<file path="src/rtl/serial_add_pkg.sv">
// Shared constants and helpers for the bit-serial add scheduler.
// State encodings, requester ids and the full-adder carry function.
package serial_add_pkg;

  typedef logic [1:0] state_t;

  localparam state_t ST_IDLE  = 2'd0;
  localparam state_t ST_SHIFT = 2'd1;
  localparam state_t ST_DONE  = 2'd2;

  localparam logic REQ0 = 1'b0;
  localparam logic REQ1 = 1'b1;

  function automatic logic maj(input logic x, input logic y, input logic z);
    return (x & y) | (x & z) | (y & z);
  endfunction

endpackage

</file>
<file path="src/rtl/serial_add_datapath.sv">
// Bit-serial adder: operand shift registers, carry flop, result collection.
// Bits are consumed LSB first; the sum is published only on the finish edge.
module serial_add_datapath
  import serial_add_pkg::*;
#(
  parameter int WIDTH = 4
) (
  input  logic             clk,
  input  logic             rst_n,
  input  logic             load,
  input  logic             shift_en,
  input  logic             finish,
  input  logic [WIDTH-1:0] a_in,
  input  logic [WIDTH-1:0] b_in,
  output logic [WIDTH-1:0] result,
  output logic             carry_out
);

  logic [WIDTH-1:0] a_sr_reg;
  logic [WIDTH-1:0] b_sr_reg;
  logic [WIDTH-1:0] result_reg;
  logic [WIDTH-1:0] res_next;
  logic             carry_reg;
  logic             carry_out_reg;
  logic             sum_bit;
  logic             carry_next;

  assign sum_bit    = a_sr_reg[0] ^ b_sr_reg[0] ^ carry_reg;
  assign carry_next = maj(a_sr_reg[0], b_sr_reg[0], carry_reg);

  // Only the upper WIDTH-1 sum bits need storing; the newest bit comes straight from sum_bit.
  generate
    if (WIDTH == 1) begin : g_w1
      assign res_next = sum_bit;
    end else begin : g_wn
      logic [WIDTH-2:0] res_sr_reg;
      assign res_next = {sum_bit, res_sr_reg};
      always_ff @(posedge clk or negedge rst_n) begin
        if (!rst_n) begin
          res_sr_reg <= '0;
        end else if (load) begin
          res_sr_reg <= '0;
        end else if (shift_en) begin
          res_sr_reg <= res_next[WIDTH-1:1];
        end
      end
    end
  endgenerate

  always_ff @(posedge clk or negedge rst_n) begin
    if (!rst_n) begin
      a_sr_reg  <= '0;
      b_sr_reg  <= '0;
      carry_reg <= 1'b0;
    end else if (load) begin
      a_sr_reg  <= a_in;
      b_sr_reg  <= b_in;
      carry_reg <= 1'b0;
    end else if (shift_en) begin
      a_sr_reg  <= a_sr_reg >> 1;
      b_sr_reg  <= b_sr_reg >> 1;
      carry_reg <= carry_next;
    end
  end

  always_ff @(posedge clk or negedge rst_n) begin
    if (!rst_n) begin
      result_reg    <= '0;
      carry_out_reg <= 1'b0;
    end else if (shift_en && finish) begin
      result_reg    <= res_next;
      carry_out_reg <= carry_next;
    end
  end

  assign result    = result_reg;
  assign carry_out = carry_out_reg;

endmodule

</file>
<file path="src/rtl/serial_add_scheduler.sv">
// Two-requester round-robin front end for a shared bit-serial adder.
// Holds the FSM, bit counter, arbiter and operand mux; arithmetic lives in the datapath.
module serial_add_scheduler
  import serial_add_pkg::*;
#(
  parameter  int WIDTH = 4,
  localparam int CNT_W = $clog2(WIDTH + 1)
) (
  input  logic             clk,
  input  logic             rst_n,
  input  logic             req0,
  input  logic [WIDTH-1:0] a0,
  input  logic [WIDTH-1:0] b0,
  input  logic             req1,
  input  logic [WIDTH-1:0] a1,
  input  logic [WIDTH-1:0] b1,
  output logic             ack0,
  output logic             ack1,
  output logic             busy,
  output logic             owner,
  output logic [WIDTH-1:0] result,
  output logic             carry_out
);

  state_t           state_reg;
  state_t           state_next;
  logic [CNT_W-1:0] count_reg;
  logic             owner_reg;
  logic             last_served_reg;
  logic             grant;
  logic             capture;
  logic             last_bit;
  logic             shift_en;
  logic             finish;
  logic             done_st;
  logic [1:0]       ack_vec;
  logic [WIDTH-1:0] a_sel;
  logic [WIDTH-1:0] b_sel;

  assign last_bit = (count_reg == CNT_W'(WIDTH - 1));

  always_ff @(posedge clk or negedge rst_n) begin
    if (!rst_n) begin
      state_reg <= ST_IDLE;
    end else begin
      state_reg <= state_next;
    end
  end

  // On a tie the requester that was not served last wins.
  always_comb begin
    state_next = state_reg;
    grant      = REQ0;
    capture    = 1'b0;
    case (state_reg)
      ST_IDLE: begin
        if (req0 || req1) begin
          capture    = 1'b1;
          state_next = ST_SHIFT;
          if (req0 && req1) begin
            grant = ~last_served_reg;
          end else begin
            grant = req1 ? REQ1 : REQ0;
          end
        end
      end
      ST_SHIFT: begin
        if (last_bit) begin
          state_next = ST_DONE;
        end
      end
      ST_DONE: state_next = ST_IDLE;
      default: state_next = ST_IDLE;
    endcase
  end

  always_comb begin
    busy     = 1'b0;
    shift_en = 1'b0;
    finish   = 1'b0;
    done_st  = 1'b0;
    case (state_reg)
      ST_SHIFT: begin
        busy     = 1'b1;
        shift_en = 1'b1;
        finish   = last_bit;
      end
      ST_DONE: begin
        busy    = 1'b1;
        done_st = 1'b1;
      end
      default: ;
    endcase
  end

  always_ff @(posedge clk or negedge rst_n) begin
    if (!rst_n) begin
      count_reg       <= '0;
      owner_reg       <= 1'b0;
      last_served_reg <= 1'b1;
    end else begin
      if (capture) begin
        count_reg <= '0;
        owner_reg <= grant;
      end else if (shift_en) begin
        count_reg <= count_reg + CNT_W'(1);
      end
      if (done_st) begin
        last_served_reg <= owner_reg;
      end
    end
  end

  genvar gi;
  generate
    for (gi = 0; gi < 2; gi++) begin : g_ack
      assign ack_vec[gi] = done_st && (owner_reg == 1'(gi));
    end
  endgenerate

  assign ack0  = ack_vec[0];
  assign ack1  = ack_vec[1];
  assign owner = owner_reg;

  assign a_sel = (grant == REQ1) ? a1 : a0;
  assign b_sel = (grant == REQ1) ? b1 : b0;

  serial_add_datapath #(
    .WIDTH(WIDTH)
  ) u_datapath (
    .clk      (clk),
    .rst_n    (rst_n),
    .load     (capture),
    .shift_en (shift_en),
    .finish   (finish),
    .a_in     (a_sel),
    .b_in     (b_sel),
    .result   (result),
    .carry_out(carry_out)
  );

endmodule

</file>
<file path="config.mk">
export PLATFORM = sky130hd
export DESIGN_NAME = serial_add_scheduler
export DESIGN_NICKNAME = d
export VERILOG_FILES = /design/src/rtl/serial_add_pkg.sv /design/src/rtl/serial_add_datapath.sv /design/src/rtl/serial_add_scheduler.sv
export SDC_FILE = /design/constraint.sdc
export NUM_CORES = 1
export LEC_CHECK = 0
export ABC_AREA = 1
export CAP_MARGIN = 20
export CORE_MARGIN = 10
export CORE_UTILIZATION = 50
export DETAILED_ROUTE_END_ITERATION = 6
export GPL_TIMING_DRIVEN = 0
export PLACE_DENSITY = 0.78
export SYNTH_ARGS = -nofsm -noshare
export SYNTH_HDL_FRONTEND = slang
export SYNTH_HIERARCHICAL = 1
export SYNTH_SLANG_ARGS = --single-unit
</file>
<file path="constraint.sdc">
create_clock -name clk -period 2.06 [get_ports clk]
set_input_delay 0.206 -clock clk [delete_from_list [all_inputs] [get_ports clk]]
set_output_delay 0.206 -clock clk [all_outputs]
set_load 0.03 [all_outputs]
</file>
* Word level (Yosys, flattened, before mapping)
Cells that the tools add are included.
Widths: inputs -> output; s select.
** Word-level totals
- Bits in registers :: 24
- Input port bits :: 20
- Output and inout port bits :: 9
** Operators by class
- Bitwise operators :: 9
- Eq/ne operators :: 5
- Reduce and logical (&&, ||, !) cells :: 9
- Add/sub/neg operators :: 1
- Muxes and demuxes :: 25
** Operators by type and width (count)
- $mux 4 :: 6
- $mux 1 :: 12
- $mux 3 :: 4
- $logic_and 1x1->1 :: 4
- $mux 2 :: 2
- $ne 2x2->1 const B :: 2
- $pmux 2 s2 :: 1
- $add 3x1->3 const B :: 1
- $and 1x1->1 :: 3
- $eq 3x2->1 const B :: 1
- $eq 2x1->1 const B :: 1
- $eq 2x2->1 const B :: 1
- $logic_not 2->1 :: 1
- $not 1->1 :: 2
- $or 1x1->1 :: 2
- $reduce_and 2->1 :: 1
- $reduce_bool 2->1 :: 1
- $reduce_or 2->1 :: 1
- $xor 1x1->1 :: 2
- $logic_or 1x1->1 :: 1

* Logic depth before layout (Yosys ltp)
Gate-level depths: netlist (run 1).
- Depth after elaboration :: 6
- Gate-level depth with buffers :: 9
- Gate-level depth less buffers :: 7

* By module
The synthesis (run 1) kept the hierarchy.
** By module, submodules not included
- serial_add_datapath :: sequential area each 425.4 µm², area an instance 817.0 µm², times used 1, cells each 78
- serial_add_scheduler :: sequential area each 176.4 µm², area an instance 571.8 µm², times used 1, cells each 78

* Worst setup path after synthesis (run 1)
OpenSTA, ideal clock, no wires.
- Path type :: reg2reg
- From :: register state_reg[0]
- To :: register u_datapath.a_sr_reg[0]
- Cell stages (with the launch flop) :: 10
- Clock period less this slack :: 1424 ps
- Data arrival time :: 1302 ps
- Required time :: 1938 ps
- Slack :: 636 ps
- Path buffers :: 2
- Path through :: dfrtp_1 inv_1 ha_1 o21ai_2 inv_1 buf_6 nor2_8 buf_12 nand2_2 nand3_2
** Between the ends
- Elaborated cells between the ends (all ways) :: 8
- Those cells by class :: eq/ne (1); mux (5); reduce/logical (2)
** RTL lines
- from (decl) :: RTL line serial_add_scheduler.sv:25 : state_t state_reg;
- from (signal assigned) :: RTL line serial_add_scheduler.sv:46 : state_reg <= state_next;
- $logic_not 2->1 (*) :: RTL line serial_add_scheduler.sv:55 : case (state_reg)
- $mux 1 (*) :: RTL line serial_add_scheduler.sv:55
- named net capture :: RTL line serial_add_scheduler.sv:31 : logic capture;
- $mux 4 / $reduce_bool 2->1 (equally long branches)
- to (signal assigned) :: RTL line serial_add_datapath.sv:56 : a_sr_reg <= a_in;
- to (signal assigned) :: RTL line serial_add_datapath.sv:60 : a_sr_reg <= a_sr_reg >> 1;
- to (decl) :: RTL line serial_add_datapath.sv:19 : logic [WIDTH-1:0] a_sr_reg;
The timed path passes the listed nets; every way through them passes the cells marked *.
A chain may end at the register's enable or synchronous reset.

* Final worst setup path (run 1)
- From :: register state_reg[0]
- To :: output port busy
** Between the ends
- Word-level cells in the longest chain between the ends :: 3
- Elaborated cells between the ends (all ways) :: 4
- Those cells by class :: eq/ne (2); mux (1); reduce/logical (1)
** Ends and longest elaborated chain
- $eq 2x2->1 / $eq 2x1->1 (equally long branches) :: RTL line serial_add_scheduler.sv:82 : case (state_reg)
- $reduce_or 2->1 (no source line) (*)
- $mux 1 (*) :: RTL line serial_add_scheduler.sv:82
- to (decl) :: RTL line serial_add_scheduler.sv:19 : output logic busy,
Every way passes the cells marked *; elsewhere a longest branch is shown, timed or not.

==> flow_metrics.env, run 1 <==
export IMPL_mostFrequentLayoutCells="nand2_1, clkdlybuf4s50_1, inv_1, dfrtp_1, nand2_2"
export IMPL_placed_cell_area_sq_um=1710
export IMPL_fin_skew_ns=0.00335
export IMPL_max_freq_mhz=512
export IMPL_finalNetCount=217
export IMPL_hold_ws_ns=0.187
export IMPL_slowest_delay_ns=0.66
export IMPL_via_count=1068
export IMPL_final_area_sq_um=1790
export IMPL_grt_total_usage_pct=10.9
export IMPL_cts_buffers=3
export IMPL_finalPower_mw=2.29
export IMPL_syn_to_final_growth_pct=28.6
export IMPL_hold_viol=0
export IMPL_diodes=0
export IMPL_cts_resized=2
export IMPL_syn_instance_count=156
export IMPL_num_fill_cells=243
export IMPL_coreArea_sq_um=2710
export IMPL_final_util_pct=65.9
export IMPL_regArea_sq_um=602
export IMPL_grt_ovfl_total=0
export IMPL_final_antenna_net_count=0
export IMPL_synth_top_area_cell="dfrtp_1"
export IMPL_cpMaxStageDelayCell="clkdlybuf4s50_1"
export IMPL_synth_warnings=6
export IMPL_antenna_found_initial=0
export IMPL_hold_class="input port to async pin"
export IMPL_io_pins=29
export IMPL_fin_cells=220
export IMPL_grt_pass1_vias=1131
export IMPL_period_minus_slack_ns=1.95
export IMPL_p_leak_nw=0.921
export IMPL_cap_violations=0
export IMPL_dp_slack_ns=0.348
export IMPL_drc=0
export IMPL_crit_arrival_ns=1.75
export IMPL_rsz0062_at_grt="false"
export IMPL_drt_iter0_drc=71
export IMPL_netlist_area_sq_um=1390
export IMPL_setup_ws_ns=0.107
export IMPL_start_util_pct=51.2
export IMPL_path_cells="inv_1 -> ha_1 -> clkdlybuf4s50_1"
export IMPL_synth_ff_latch_count=24
export IMPL_multi_input_area_sq_um=643
export IMPL_synth_seq_area_share_pct=43.3
export IMPL_relSlewSlack_pct=70.2
export IMPL_layout_commonest_cell="nand2_1"
export IMPL_dieHeight_um=72.7
export IMPL_setup_violations=0
export IMPL_layout_drive_gt1_share_pct=23.8
export IMPL_ff2ff_setup_slack_ns=0.44
export IMPL_critPathLaunchType="flip-flop"
export IMPL_crit_fanout=3
export IMPL_finalCritPeriodShare_pct=94.8
export IMPL_finalWirelength_mm=2.74
export IMPL_cp_end_kind="output pin"
export IMPL_tightest_slew_ns=0.446
export IMPL_cts_root_buf="clkbuf_4"
export IMPL_grt_pass1_wl_mm=4.86
export IMPL_wire_per_inst_um=12.5
export IMPL_setup_tns_ns=0
export IMPL_netlist_cell_type_count=19
export IMPL_cp_data_required_time_ns=1.85
export IMPL_gp_congestion=0.729
export IMPL_crit_type="flip-flop to output pin"
export IMPL_cts_sinks=24
export IMPL_post_cts_buffers=0
export IMPL_fp_row_count=19
export IMPL_synth_top_area_share_pct=41.4
export IMPL_synth_fp_nets=183
export IMPL_dp_cells=215
export IMPL_slew_violations=0
export IMPL_crit_family="buffers and inverters"
export IMPL_viasPerCell=4.85
export IMPL_irDropWorstVdd_mv=0.758
export IMPL_cts_hold_buf=0
export IMPL_worstSkewPairLatency_ns=0.31
export IMPL_path_clk_slew_ns=0.14
export IMPL_htree_levels=1
export IMPL_fp_dieW_um=72.7
export IMPL_clockBufferDepth=2
export IMPL_firstDrtPassIters=4
export IMPL_die_area_sq_um=5290
export IMPL_hpwlAfterDp_mm=2.24
export IMPL_power_density_nw_per_um2=1280
export IMPL_avgSynthCellArea_sq_um=8.90
export IMPL_synthTopCellsByArea="dfrtp_1, nand2_1, o21ai_2"
export IMPL_io_buffers=28
export IMPL_grt_max_degree=25
export IMPL_status="complete, no violations"
export IMPL_tritoncts="done"
export IMPL_critical_path_buf_inv_count=2
==> synthesized netlist by cell type <==
cell type,number
buf_12,1
buf_6,3
dfrtp_1,23
dfstp_2,1
fa_1,1
ha_1,6
inv_1,23
inv_2,1
nand2_1,44
nand2_2,15
nand3_1,8
nand3_2,6
nand3_4,1
nor2_1,3
nor2_8,1
o21ai_0,5
o21ai_1,2
o21ai_2,11
xnor2_1,1
==> final timing paths <==
kind                                  from                endpoint  cells after the start
max                           state_reg[0]                    busy                      3
min reg2reg                last_served_reg         last_served_reg                      2
max in group asynchronous            rst_n         last_served_reg                      2
max reg2reg                   state_reg[0]  u_datapath/b_sr_reg[2]                      9
min in group clk           last_served_reg         last_served_reg                      2
min                                  rst_n    u_datapath/result[0]                      1
==> where the power goes <==
group	switching (mW)	internal [mW]
registers	0.117	0.639
clock network	0.145	0.196
logic	0.694	0.501
total	0.956	1.34
==> kinds of logic (layout without fill, tap and decap cells) <==
logic type | Yosys count | in the layout | share of synthesized area, %
and+or+nand+nor | 78 | 78 | 29.4
buffers and inverters | 28 | 61 | 10.4
DFF | 24 | 24 | 43.3
AOI/OAI and AO/OA | 18 | 18 | 9.46
adders and majority gates | 7 | 7 | 6.85
xor gates and xnor gates | 1 | 1 | 0.631
==> final cells by class <==
class	count	share of cell area (%)
buffer	4	3.01
clock buffer	3	1.26
clock inverter	1	1.68
inverter	24	5.05
multi-input combinational	104	36.0
sequential	24	33.7
tap	31	2.17
timing repair buffer	29	17.1
==> per-layer routing <==
layer  global-route usage [%]  part of all wire, %
met1                     12.1                   44
met2                     20.3                   51
met3                     2.31                  3.9
met4                     2.95                 0.47
met5                        0                    0
Note: power is estimated with default switching activity, not from simulation.
==> run 2, diff against run 1 <==
--- a/config.mk
+++ b/config.mk
@@ -12,6 +12,7 @@
 export DETAILED_ROUTE_END_ITERATION = 6
 export GPL_TIMING_DRIVEN = 0
 export PLACE_DENSITY = 0.78
+export REMOVE_ABC_BUFFERS = 1
 export SYNTH_ARGS = -nofsm -noshare
 export SYNTH_HDL_FRONTEND = slang
 export SYNTH_HIERARCHICAL = 1
==> flow_metrics.env, run 2 (synthesized netlist as in run 1, its figures left out) <==
export IMPL_cap_violations=0
export IMPL_cts_sinks=24
export IMPL_finalNetCount=213
export IMPL_hold_ws_ns=0.155
export IMPL_clockBufferDepth=2
export IMPL_fp_row_count=19
export IMPL_crit_type="flip-flop to output pin"
export IMPL_period_minus_slack_ns=1.96
export IMPL_cts_hold_buf=0
export IMPL_status="complete, no violations"
export IMPL_start_util_pct=51.2
export IMPL_crit_fanout=3
export IMPL_relSlewSlack_pct=51.1
export IMPL_layout_commonest_cell="nand2_1"
export IMPL_grt_max_degree=25
export IMPL_cts_root_buf="clkbuf_4"
export IMPL_grt_ovfl_total=0
export IMPL_final_antenna_net_count=0
export IMPL_p_leak_nw=0.888
export IMPL_tritoncts="done"
export IMPL_dieHeight_um=72.7
export IMPL_grt_total_usage_pct=10.2
export IMPL_syn_to_final_growth_pct=23.8
export IMPL_layout_drive_gt1_share_pct=22.2
export IMPL_grt_pass1_vias=1051
export IMPL_power_density_nw_per_um2=1260
export IMPL_gp_congestion=0.770
export IMPL_setup_violations=0
export IMPL_max_freq_mhz=510
export IMPL_antenna_found_initial=0
export IMPL_htree_levels=1
export IMPL_finalWirelength_mm=2.55
export IMPL_drc=0
export IMPL_hold_viol=0
export IMPL_irDropWorstVdd_mv=0.808
export IMPL_tightest_slew_ns=0.733
export IMPL_slew_violations=0
export IMPL_path_clk_slew_ns=0.14
export IMPL_ff2ff_setup_slack_ns=0.27
export IMPL_mostFrequentLayoutCells="nand2_1, clkdlybuf4s50_1, inv_1, dfrtp_1, nand2_2"
export IMPL_firstDrtPassIters=6
export IMPL_cts_resized=2
export IMPL_coreArea_sq_um=2710
export IMPL_startpoint="state_reg[0]"
export IMPL_wire_per_inst_um=11.8
export IMPL_cp_end_kind="output pin"
export IMPL_drt_iter0_drc=56
export IMPL_fp_dieW_um=72.7
export IMPL_cp_data_required_time_ns=1.85
export IMPL_fin_skew_ns=0.0127
export IMPL_crit_arrival_ns=1.76
export IMPL_cts_buffers=3
export IMPL_via_count=1041
export IMPL_diodes=0
export IMPL_die_area_sq_um=5290
export IMPL_r2r_start="state_reg[1]"
export IMPL_worstSkewPairLatency_ns=0.33
export IMPL_io_buffers=28
export IMPL_hold_class="input port to async pin"
export IMPL_post_cts_buffers=0
export IMPL_fin_cells=216
export IMPL_final_util_pct=63.4
export IMPL_dp_cells=211
export IMPL_viasPerCell=4.82
export IMPL_rsz0062_at_grt="false"
export IMPL_critPathLaunchType="flip-flop"
export IMPL_finalCritPeriodShare_pct=95.3
export IMPL_hpwlAfterDp_mm=1.96
export IMPL_grt_pass1_wl_mm=4.49
export IMPL_io_pins=29
export IMPL_setup_tns_ns=0
[run 2: per-stage QoR]
step                      setup WS [ns]  area [sq um]  total power, mW
after floorplan                   0.511          1340             1.54
after detailed placement          0.242          1650             1.85
after global routing            0.00514          1720             2.34
final                            0.0978          1720             2.17
after global placement            0.278          1650             1.80
after CTS                        0.0648          1700             2.20
[run 2: where the power goes]
group	internal, mW	switching, mW	leakage (nW)	total, mW
clock	0.197	0.150	0.0279	0.347
combinational	0.404	0.665	0.548	1.07
sequential	0.639	0.114	0.313	0.753
total	1.24	0.929	0.888	2.17
[run 2: final cells by class]
type | count | area (sq um)
Fill cell | 250 | 991
Multi-Input combinational cell | 104 | 643
Sequential cell | 24 | 602
Timing Repair Buffer | 29 | 293
Inverter | 24 | 90.1
Tap cell | 31 | 38.8
Clock inverter | 1 | 30.0
Clock buffer | 3 | 22.5
[run 2: worst max-delay path, stage by stage, from the launching register on]
cell	delay (ns)
dfrtp_1	0.41
inv_1	0.09
ha_1	0.28
clkdlybuf4s50_1	0.66
[run 2: final timing paths]
| kind | endpoint | depth (start not counted) |
|---|---|---|
| min in group clk | last_served_reg | 2 |
| min | u_datapath/result[1] | 1 |
| max reg2reg | u_datapath/result[3] | 7 |
| max | busy | 3 |
| min reg2reg | last_served_reg | 2 |
| max in group asynchronous | last_served_reg | 2 |
[run 2: metal layers]
| layer | part of all wire (%) | global-route usage [%] | vias up |
|---|---|---|---|
| met5 | 0 | 0 | - |
| met1 | 44 | 11.7 | 477 |
| met3 | 6.2 | 3.40 | 2 |
| li1 | - | - | 540 |
| met2 | 49 | 17.6 | 22 |
| met4 | 1.1 | 2.53 | 0 |
==> run 3, diff against run 2 <==
--- a/config.mk
+++ b/config.mk
@@ -9,6 +9,7 @@
 export CAP_MARGIN = 20
 export CORE_MARGIN = 10
 export CORE_UTILIZATION = 50
+export CTS_CLUSTER_SIZE = 12
 export DETAILED_ROUTE_END_ITERATION = 6
 export GPL_TIMING_DRIVEN = 0
 export PLACE_DENSITY = 0.78
==> results of run 3 <==
The final DEF is identical to that of run 2; final timing and power are the same.
